### src/rtl/nes_joypad_port_pkg.sv
// Shared constants and helpers for the NES controller port responder.
// Button bit positions follow the 4021 shift order: A first out, Right last.
package nes_joypad_port_pkg;

  typedef enum logic [2:0] {
    JOY_BTN_A      = 3'd0,
    JOY_BTN_B      = 3'd1,
    JOY_BTN_SELECT = 3'd2,
    JOY_BTN_START  = 3'd3,
    JOY_BTN_UP     = 3'd4,
    JOY_BTN_DOWN   = 3'd5,
    JOY_BTN_LEFT   = 3'd6,
    JOY_BTN_RIGHT  = 3'd7
  } joy_btn_e;

  typedef logic [7:0] pad_buttons_t;

  localparam logic         JOY_SHIFT_FILL  = 1'b1;
  localparam logic [7:0]   JOY_IDLE_DATA   = 8'h00;
  localparam pad_buttons_t JOY_RESET_VALUE = 8'hFF;

  // OR the turbo modulation into A/B; other buttons pass through untouched.
  function automatic pad_buttons_t apply_turbo(input pad_buttons_t btn,
                                               input logic turbo_a,
                                               input logic turbo_b,
                                               input logic phase);
    pad_buttons_t eff;
    eff = btn;
    eff[JOY_BTN_A] = btn[JOY_BTN_A] | (turbo_a & phase);
    eff[JOY_BTN_B] = btn[JOY_BTN_B] | (turbo_b & phase);
    return eff;
  endfunction

endpackage

### src/rtl/joypad_shifter.sv
// One emulated 4021 pad: parallel reload while strobed, one right-shift per
// completed read access (detected on the read strobe's rising edge).
module joypad_shifter
  import nes_joypad_port_pkg::*;
(
  input  logic         clock,
  input  logic         reset,
  input  logic         strobe,
  input  logic         nread,
  input  pad_buttons_t buttons,
  output logic         serial_bit
);

  pad_buttons_t shift_reg;
  logic         nread_q;
  logic         read_done;

  // Tracker resets high so a strobe already low at reset release needs a
  // fresh low sample before its rising edge counts.
  assign read_done = ~nread_q & nread;

  always_ff @(posedge clock) begin
    if (reset) begin
      shift_reg <= JOY_RESET_VALUE;
      nread_q   <= 1'b1;
    end else begin
      nread_q <= nread;
      if (strobe) begin
        shift_reg <= buttons;
      end else if (read_done) begin
        shift_reg <= {JOY_SHIFT_FILL, shift_reg[7:1]};
      end
    end
  end

  assign serial_bit = shift_reg[0];

endmodule

### src/rtl/nes_joypad_port.sv
// NES $4016/$4017 controller responder: button synchronizers, two pad shifters
// and the read-data mux. Optional turbo A/B behind macro JOYPAD_TURBO_EN.
module nes_joypad_port
  import nes_joypad_port_pkg::*;
#(
  parameter int SYNC_STAGES       = 2,
  parameter int TURBO_HALF_PERIOD = 59659
) (
  input  logic       clock,
  input  logic       reset,
  input  logic [2:0] addr4016w,
  input  logic       naddr4016r,
  input  logic       naddr4017r,
  input  logic [7:0] buttons_p1,
  input  logic [7:0] buttons_p2,
`ifdef JOYPAD_TURBO_EN
  input  logic       turbo_a_p1,
  input  logic       turbo_b_p1,
  input  logic       turbo_a_p2,
  input  logic       turbo_b_p2,
`endif
  output logic [7:0] joy_data,
  output logic       joy_oe
);

  localparam int STAGES = (SYNC_STAGES < 2) ? 2 : SYNC_STAGES;

`ifdef JOYPAD_TURBO_EN
  localparam int SYNC_W = 20;
`else
  localparam int SYNC_W = 16;
`endif

  logic [SYNC_W-1:0]             sync_in;
  logic [STAGES-1:0][SYNC_W-1:0] sync_q;
  logic [SYNC_W-1:0]             sync_out;
  pad_buttons_t                  sync_p1;
  pad_buttons_t                  sync_p2;
  pad_buttons_t                  eff_p1;
  pad_buttons_t                  eff_p2;
  logic                          strobe;
  logic                          bit_p1;
  logic                          bit_p2;

  // Expansion-port latch bits have no function on a standard pad.
  logic       unused_expansion;
  logic [31:0] unused_turbo_cfg;
  assign unused_expansion = ^addr4016w[2:1];
  assign unused_turbo_cfg = 32'(TURBO_HALF_PERIOD);

  assign strobe = addr4016w[0];

`ifdef JOYPAD_TURBO_EN
  assign sync_in = {turbo_b_p2, turbo_a_p2, turbo_b_p1, turbo_a_p1, buttons_p2, buttons_p1};
`else
  assign sync_in = {buttons_p2, buttons_p1};
`endif

  always_ff @(posedge clock) begin
    if (reset) begin
      sync_q <= '0;
    end else begin
      sync_q[0] <= sync_in;
      for (int i = 1; i < STAGES; i++) begin
        sync_q[i] <= sync_q[i-1];
      end
    end
  end

  assign sync_out = sync_q[STAGES-1];
  assign sync_p1  = sync_out[7:0];
  assign sync_p2  = sync_out[15:8];

`ifdef JOYPAD_TURBO_EN
  localparam int TURBO_CNT_W = (TURBO_HALF_PERIOD > 2) ? $clog2(TURBO_HALF_PERIOD) : 1;
  localparam logic [TURBO_CNT_W-1:0] TURBO_LAST = TURBO_CNT_W'(TURBO_HALF_PERIOD - 1);

  logic [TURBO_CNT_W-1:0] turbo_cnt;
  logic                   turbo_phase;

  always_ff @(posedge clock) begin
    if (reset) begin
      turbo_cnt   <= '0;
      turbo_phase <= 1'b0;
    end else if (turbo_cnt == TURBO_LAST) begin
      turbo_cnt   <= '0;
      turbo_phase <= ~turbo_phase;
    end else begin
      turbo_cnt <= turbo_cnt + 1'b1;
    end
  end

  assign eff_p1 = apply_turbo(sync_p1, sync_out[16], sync_out[17], turbo_phase);
  assign eff_p2 = apply_turbo(sync_p2, sync_out[18], sync_out[19], turbo_phase);
`else
  assign eff_p1 = sync_p1;
  assign eff_p2 = sync_p2;
`endif

  joypad_shifter u_pad1 (
    .clock      (clock),
    .reset      (reset),
    .strobe     (strobe),
    .nread      (naddr4016r),
    .buttons    (eff_p1),
    .serial_bit (bit_p1)
  );

  joypad_shifter u_pad2 (
    .clock      (clock),
    .reset      (reset),
    .strobe     (strobe),
    .nread      (naddr4017r),
    .buttons    (eff_p2),
    .serial_bit (bit_p2)
  );

  // Pad 1 has priority if the CPU ever drives both reads at once.
  always_comb begin
    joy_data = JOY_IDLE_DATA;
    if (!naddr4016r) begin
      joy_data = {7'b0, bit_p1};
    end else if (!naddr4017r) begin
      joy_data = {7'b0, bit_p2};
    end
  end

  assign joy_oe = ~naddr4016r | ~naddr4017r;

endmodule
### config.mk
export PLATFORM = sky130hd
export DESIGN_NAME = nes_joypad_port
export DESIGN_NICKNAME = d
export VERILOG_FILES = /design/src/rtl/nes_joypad_port_pkg.sv /design/src/rtl/joypad_shifter.sv /design/src/rtl/nes_joypad_port.sv
export SDC_FILE = /design/constraint.sdc
export NUM_CORES = 1
export LEC_CHECK = 0
export CAP_MARGIN = 10
export CORE_MARGIN = 10
export CORE_UTILIZATION = 32
export CTS_BUF_LIST = sky130_fd_sc_hd__clkbuf_2
export CTS_CLUSTER_DIAMETER = 80
export CTS_CLUSTER_SIZE = 24
export DETAILED_ROUTE_END_ITERATION = 7
export SYNTH_ARGS = -nofsm -noshare
export SYNTH_HDL_FRONTEND = slang
export SYNTH_SLANG_ARGS = --single-unit
### constraint.sdc
create_clock -name clock -period 1.62 [get_ports clock]
set_clock_uncertainty 0.05 [all_clocks]
set_input_delay 0.324 -clock clock [delete_from_list [all_inputs] [get_ports clock]]
set_output_delay 0.324 -clock clock [all_outputs]
set_load 0.005 [all_outputs]
After elaboration in Yosys (flattened, before gate mapping)
Cells that the tools add are included.
- input bits: 23
- bits in registers: 50
- mux-type cells: 6
- reductions and logical operators: 2
- bitwise gates (word level): 7
- operator list (operator ; count):
    $mux W8 ; 4
    $not A1 Y1 ; 4
    $reduce_bool A2 Y1 ; 2
    $and A1 B1 Y1 ; 2
    $mux W1 ; 2
    $or A1 B1 Y1 ; 1

Longest topological paths before layout
Gate-level depths: netlist (run 1).
- depth after elaboration: 4
- gate-level depth with buffers: 4

By module
Synthesis (run 1) repeated with hierarchy kept, for this count alone.
- cell total of the unflattened synthesis: 169
- area total of the unflattened synthesis: 1790.5 um2
- modules (own cells, without submodules) (module ; area each (um2) ; cells an instance ; instances ; sequential area each (um2)):
    nes_joypad_port ; 939.7 ; 79 ; 1 ; 640.6
    joypad_shifter ; 425.4 ; 45 ; 2 ; 180.2

Least setup slack after synthesis (run 1)
Ideal clock, no wire load.
- path kind: register to register
- start point: register u_pad2.nread_q
- end point: register u_pad2.shift_reg[4]
- data required time: 1.445 ns
- clock period less this slack: 1.152 ns
- cell stages (with the launch flop): 5
- arrival: 0.978 ns
- path buffers: 1
- setup slack: 0.468 ns
- cell sequence: dfxtp_1 and2b_1 buf_4 nor2_1 a2111o_1
- word-level cells in the longest chain between the ends: 3
- ends and longest elaborated chain (item ; RTL line ; source):
    start: declaration ; joypad_shifter.sv:15 ; logic nread_q;
    start signal: assignment ; joypad_shifter.sv:27 ; nread_q <= nread;
    $not A1 Y1 ; joypad_shifter.sv:20 ; assign read_done = ~nread_q & nread;
    $and A1 B1 Y1 ; joypad_shifter.sv:20 ;
    $reduce_bool A2 Y1 (no line) ; - ;
    end signal: assignment ; joypad_shifter.sv:29 ; shift_reg <= buttons;
    end signal: assignment ; joypad_shifter.sv:31 ; shift_reg <= {JOY_SHIFT_FILL, shift_reg[7:1]};
    end: declaration ; joypad_shifter.sv:14 ; pad_buttons_t shift_reg;
No other way between the ends.
A chain may end at the register's enable or synchronous reset.

Worst setup path in the final report (run 1)
- start point: input naddr4017r
- end point: output joy_oe
- word-level cells in the longest chain between the ends: 2
- ends and longest elaborated chain (item ; RTL line ; source):
    start: declaration ; nes_joypad_port.sv:13 ; input logic naddr4017r,
    $not A1 Y1 ; nes_joypad_port.sv:128 ; assign joy_oe = ~naddr4016r | ~naddr4017r;
    $or A1 B1 Y1 ; nes_joypad_port.sv:128 ;
    end: declaration ; nes_joypad_port.sv:23 ; output logic joy_oe
No other way between the ends.

==> flow_summary.toml, run 1 <==
[finish]
syn_to_final_growth_pct = 19.0
final_common_cell = "dfxtp_1"
multi_input_area_um2 = 669
final_util = 0.400
register_area_um2 = 1000
layout_common_cells = "50 x dfxtp_1, 34 x nor2b_1, 24 x nor2_1"
final_layout_size_suffix_gt1_frac = 0.0812
nNetsFinal = 219
fillers = 547
antenna_cells = 0

[floorplan]
die_w_um = 94.2
num_rows = 26
io_pins = 32
die-area_um2 = 8870
start_util = 0.336
coreArea_um2 = 5240
die_h_um = 94.2

[setup_path]
timing.rr.start = "u_pad2.nread_q$_SDFF_PP1_"
crit_path_end_kind = "output port"
critical_path_class = "in -> out"
cp_max_fo = 5
reg2reg_slack_ns = 0.31
crit_required_ns = 1.25
crit_path_start_kind = "input pin"
crit_arrival_ns = 1.17
worstReg2RegEnd = "u_pad2.shift_reg[5]$_SDFFE_PP1P_"
r2r_cells = 3

[clock_tree]
cts_root_buf = "clkbuf_2"
ctsHtreeMaxLevel = 2
postCtsHoldBufs = 0
cts_buffers = 5
clock_sinks = 50
clk_latency_ns = 0.40
cts_tree = "yes"
clockBufferDepth = 2
path_clk_slew_ns = 0.21

[route]
vias = 1119
drt_iter0_markers = 64
drc_errors = 0
firstDrtPassIters = 4
finalWirelength_um = 2780
ant_nets = 0
via_per_inst = 4.19
wl_per_cell_um = 10.4

[sta]
min_period_ns = 1.54
setup_violations = 0
rsz0062_at_grt = "no"
post-route-period-util = 0.951
max_clock_freq_mhz = 649
hold_viol = 0
whs_ns = 0.275
drv_slew = 0

[hold_path]
hold_path_end = "u_pad2.nread_q$_SDFF_PP1_"
min_from = "naddr4017r"
min_path_cells = 2
hold_class = "in -> reg"

[synth]
yosysSeqAreaShare = 0.568
synth_top_cell_area_share = 0.568
yosysWarnings = 0
syn_area_um2 = 1760
yosys.area.top_type = "dfxtp_1"
synthCells = 170
postSynthAreaPerCell_um2 = 10.4
synth-seq-cells = 50
ys_types = 19
synth_area_leaders = "dfxtp_1 57%, nor2b_1 12%, a2111o_1 8.9%"

[global_route]
grt_remaining_overflow = 0
antenna_found_initial = 0
grt_pass1_vias = 1056
grt_max_degree = 29
grt_pass1_wl_um = 4690
grtUsageTotal = 0.0662

[power_and_ir_drop]
peakVddDrop_mv = 0.363
p_leak_nw = 0.865
cellPowerDensity_nw_per_um2 = 945

[placed_design]
place_congestion = 0.705
port_buffers = 22
hpwl_um = 1910

[outcome]
status = "finished clean"

[job]
maxCapViolations = 0
[layer usage]
layer	GRT usage	routed length, µm	share of wire
met4	0.0456	69	0.025
met1	0.0759	1400	0.50
met3	0.0256	154	0.055
met2	0.0990	1160	0.42
met5	0	0	0
[Yosys cell counts]
master,n
and2b_1,2
nor2_1,24
inv_1,1
buf_6,1
o22ai_1,1
nor2b_1,34
a2111o_1,14
nand2_1,2
nor3b_1,3
clkbuf_1,5
o21bai_1,2
nor3_1,3
buf_4,10
or2b_1,1
nand2b_1,13
buf_2,1
conb_1,1
or2_2,2
dfxtp_1,50
[per-stage QoR]
step                std cells  setup WS, ns  setup TNS [ns]  total power, mW  area [µm²]
floorplan                 176         0.468               0             1.49        1780
global placement          259        -0.275           -3.40             1.57        2070
detailed placement        259        -0.304           -3.65             1.58        2070
CTS                       267        0.0111               0             2.01        2100
global route              267        0.0401               0             2.10        2100
finish                    267        0.0793               0             1.98        2100
[how the worst max path moves through the flow]
| stage | start | endpoint | slack [ns] | depth (start not counted) |
|---|---|---|---|---|
| after global placement | naddr4016r | joy_data[0] | -0.28 | 4 |
| after detailed placement | naddr4016r | joy_data[0] | -0.30 | 4 |
| after global routing | u_pad1.shift_reg[0]$_SDFFE_PP1P_ | joy_data[0] | 0.04 | 3 |
| after floorplan | u_pad2.nread_q$_SDFF_PP1_ | u_pad2.shift_reg[4]$_SDFFE_PP1P_ | 0.47 | 4 |
| after CTS | u_pad1.shift_reg[0]$_SDFFE_PP1P_ | joy_data[0] | 0.01 | 3 |
| final | naddr4017r | joy_oe | 0.08 | 3 |
[report_power, final]
part	switching (mW)	leakage, nW	internal, mW	total [mW]
combinational	0.0920	0.424	0.130	0.222
clock	0.344	0.0255	0.0924	0.436
sequential	0.0176	0.416	1.30	1.32
total	0.454	0.865	1.53	1.98
[final cells by class]
class / instances / area share
Sequential cell: 50 / 0.478
Multi-Input combinational cell: 108 / 0.319
Timing Repair Buffer: 30 / 0.142
Tap cell: 70 / 0.0418
Clock buffer: 5 / 0.0119
Clock inverter: 3 / 0.00537
Inverter: 1 / 0.00179
[worst max-delay path: stages]
cell and delay [ns]:
dlygate4sd2_1 0.27, nand2_1 0.07, clkdlybuf4s50_1 0.49
[logic make-up (layout without fill, tap and decap cells)]
kind of cell | Yosys count | in the layout | synth area share
other | 1 | 7 | 0.00213
buffers and inverters | 18 | 39 | 0.0646
flip-flops | 50 | 50 | 0.568
AND/OR/NAND/NOR | 84 | 84 | 0.263
AO/OA/AOI/OAI | 17 | 17 | 0.102
[timing repair]
item,4_1_cts,5_1_grt
resized for setup,4,1
setup buffers,0,0
setup endpoints to repair,2,1
(Power assumes the default switching activity.)
==> run 2: changes to the inputs <==
--- a/config.mk
+++ b/config.mk
@@ -6,6 +6,7 @@
 export NUM_CORES = 1
 export LEC_CHECK = 0
 export CAP_MARGIN = 10
+export CORE_ASPECT_RATIO = 1.75
 export CORE_MARGIN = 10
 export CORE_UTILIZATION = 32
 export CTS_BUF_LIST = sky130_fd_sc_hd__clkbuf_2
==> flow_summary.toml, run 2 (synthesis gave the netlist of run 1 again) <==
[global_route]
grtUsageTotal = 0.0631
antenna_found_initial = 1
grt_pass1_wl_um = 4640
grt_pass1_vias = 1096
grt_max_degree = 30
grt_remaining_overflow = 0

[clock_tree]
cts_root_buf = "clkbuf_2"
clk_latency_ns = 0.41
clockBufferDepth = 2
path_clk_slew_ns = 0.23
cts_buffers = 5
clock_sinks = 50
cts_tree = "yes"
post_cts_buffers = 0
ctsHtreeMaxLevel = 2
postCtsHoldBufs = 0

[sta]
whs_ns = 0.322
min_period_ns = 1.54
fin_ws_ns = 0.0810
drv_slew = 0
post-route-period-util = 0.950
hold_viol = 0
max_clock_freq_mhz = 650
setup_violations = 0
rsz0062_at_grt = "no"
tns_ns = 0

[floorplan]
start_util = 0.332
io_pins = 32
die-area_um2 = 8990
num_rows = 35
die_h_um = 118
die_w_um = 76.1
coreArea_um2 = 5300

[route]
vias = 1137
wl_per_cell_um = 9.77
drt_iter0_markers = 42
finalWirelength_um = 2670
firstDrtPassIters = 4
drc_errors = 0
via_per_inst = 4.16
ant_nets = 0

[placed_design]
place_congestion = 0.674
port_buffers = 22
dp_slack_ns = -0.268
hpwl_um = 1830

[power_and_ir_drop]
p_leak_nw = 0.885
cellPowerDensity_nw_per_um2 = 1010
peakVddDrop_mv = 0.635

[setup_path]
r2r_cells = 3
critical_path_class = "in -> out"
crit_required_ns = 1.25
crit_arrival_ns = 1.17
worstReg2RegEnd = "u_pad2.shift_reg[6]$_SDFFE_PP1P_"
crit_path_start_kind = "input pin"
cp_max_fo = 4
crit_path_end_kind = "output port"
reg2reg_slack_ns = 0.32
timing.rr.start = "u_pad2.nread_q$_SDFF_PP1_"

[finish]
final_common_cell = "dfxtp_1"
layout_common_cells = "50 x dfxtp_1, 34 x nor2b_1, 24 x nor2_1"
nNetsFinal = 220
final_layout_size_suffix_gt1_frac = 0.101
syn_to_final_growth_pct = 21.4

[hold_path]
min_from = "naddr4016r"
min_path_cells = 3
hold_class = "in -> reg"
hold_path_end = "u_pad1.nread_q$_SDFF_PP1_"

[job]
maxCapViolations = 0

[outcome]
status = "finished clean"
-- run 2: worst max-delay path by stage --
stage / startpoint / to / slack (ns) / depth (start not counted)
final: naddr4017r / joy_oe / 0.08 / 3
after global routing: u_pad1.shift_reg[0]$_SDFFE_PP1P_ / joy_data[0] / 0.02 / 3
after CTS: naddr4017r / joy_oe / 0.07 / 3
after detailed placement: naddr4016r / joy_data[0] / -0.27 / 4
after global placement: naddr4016r / joy_data[0] / -0.25 / 4
after floorplan: u_pad2.nread_q$_SDFF_PP1_ / u_pad2.shift_reg[4]$_SDFFE_PP1P_ / 0.47 / 4
-- run 2: power by group --
part	leakage, nW	internal (mW)	switching [mW]
Sequential	0.416	1.31	0.0178
Combinational	0.427	0.131	0.0899
Clock	0.0427	0.256	0.357
Total	0.885	1.69	0.464
-- run 2: what timing repair did --
item / CTS / global route
gates resized for setup: 6 / 0
hold endpoints to repair: 0 / 0
endpoints found under the setup margin: 2 / 0
-- run 2: worst max-delay path, cell delays in order --
cell	delay, ns
clkdlybuf4s50_1	0.52
nand2_1	0.06
dlygate4sd2_1	0.26
-- run 2: metal layers --
metal / track usage / share of wire / wire length [µm] / up-vias
li1: - / - / - / 599
met2: 0.0968 / 0.45 / 1200 / 28
met3: 0.0205 / 0.034 / 91 / 7
met1: 0.0690 / 0.47 / 1270 / 503
met4: 0.0526 / 0.040 / 108 / 0
met5: 0 / 0 / 0 / -
-- run 2: area by class of cell --
type,count,area (µm²)
well taps,74,92.6
multi-input cells,108,669
clock inverters,3,40.0
clock buffers,5,25.0
fillers,532,3160
diodes,1,2.50
flip-flops and latches,50,1000
repair buffers,31,305
inverters,1,3.75
-- run 2: metrics by stage --
stage          instances  utilization  cell area [µm²]  power [mW]
2_1_floorplan        176            -             1780        1.49
3_3_place_gp         264        0.392             2080        1.57
3_5_place_dp         264        0.392             2080        1.58
4_1_cts              272        0.403             2140        2.20
5_1_grt              273        0.404             2140        2.28
6_report             273        0.404             2140        2.16
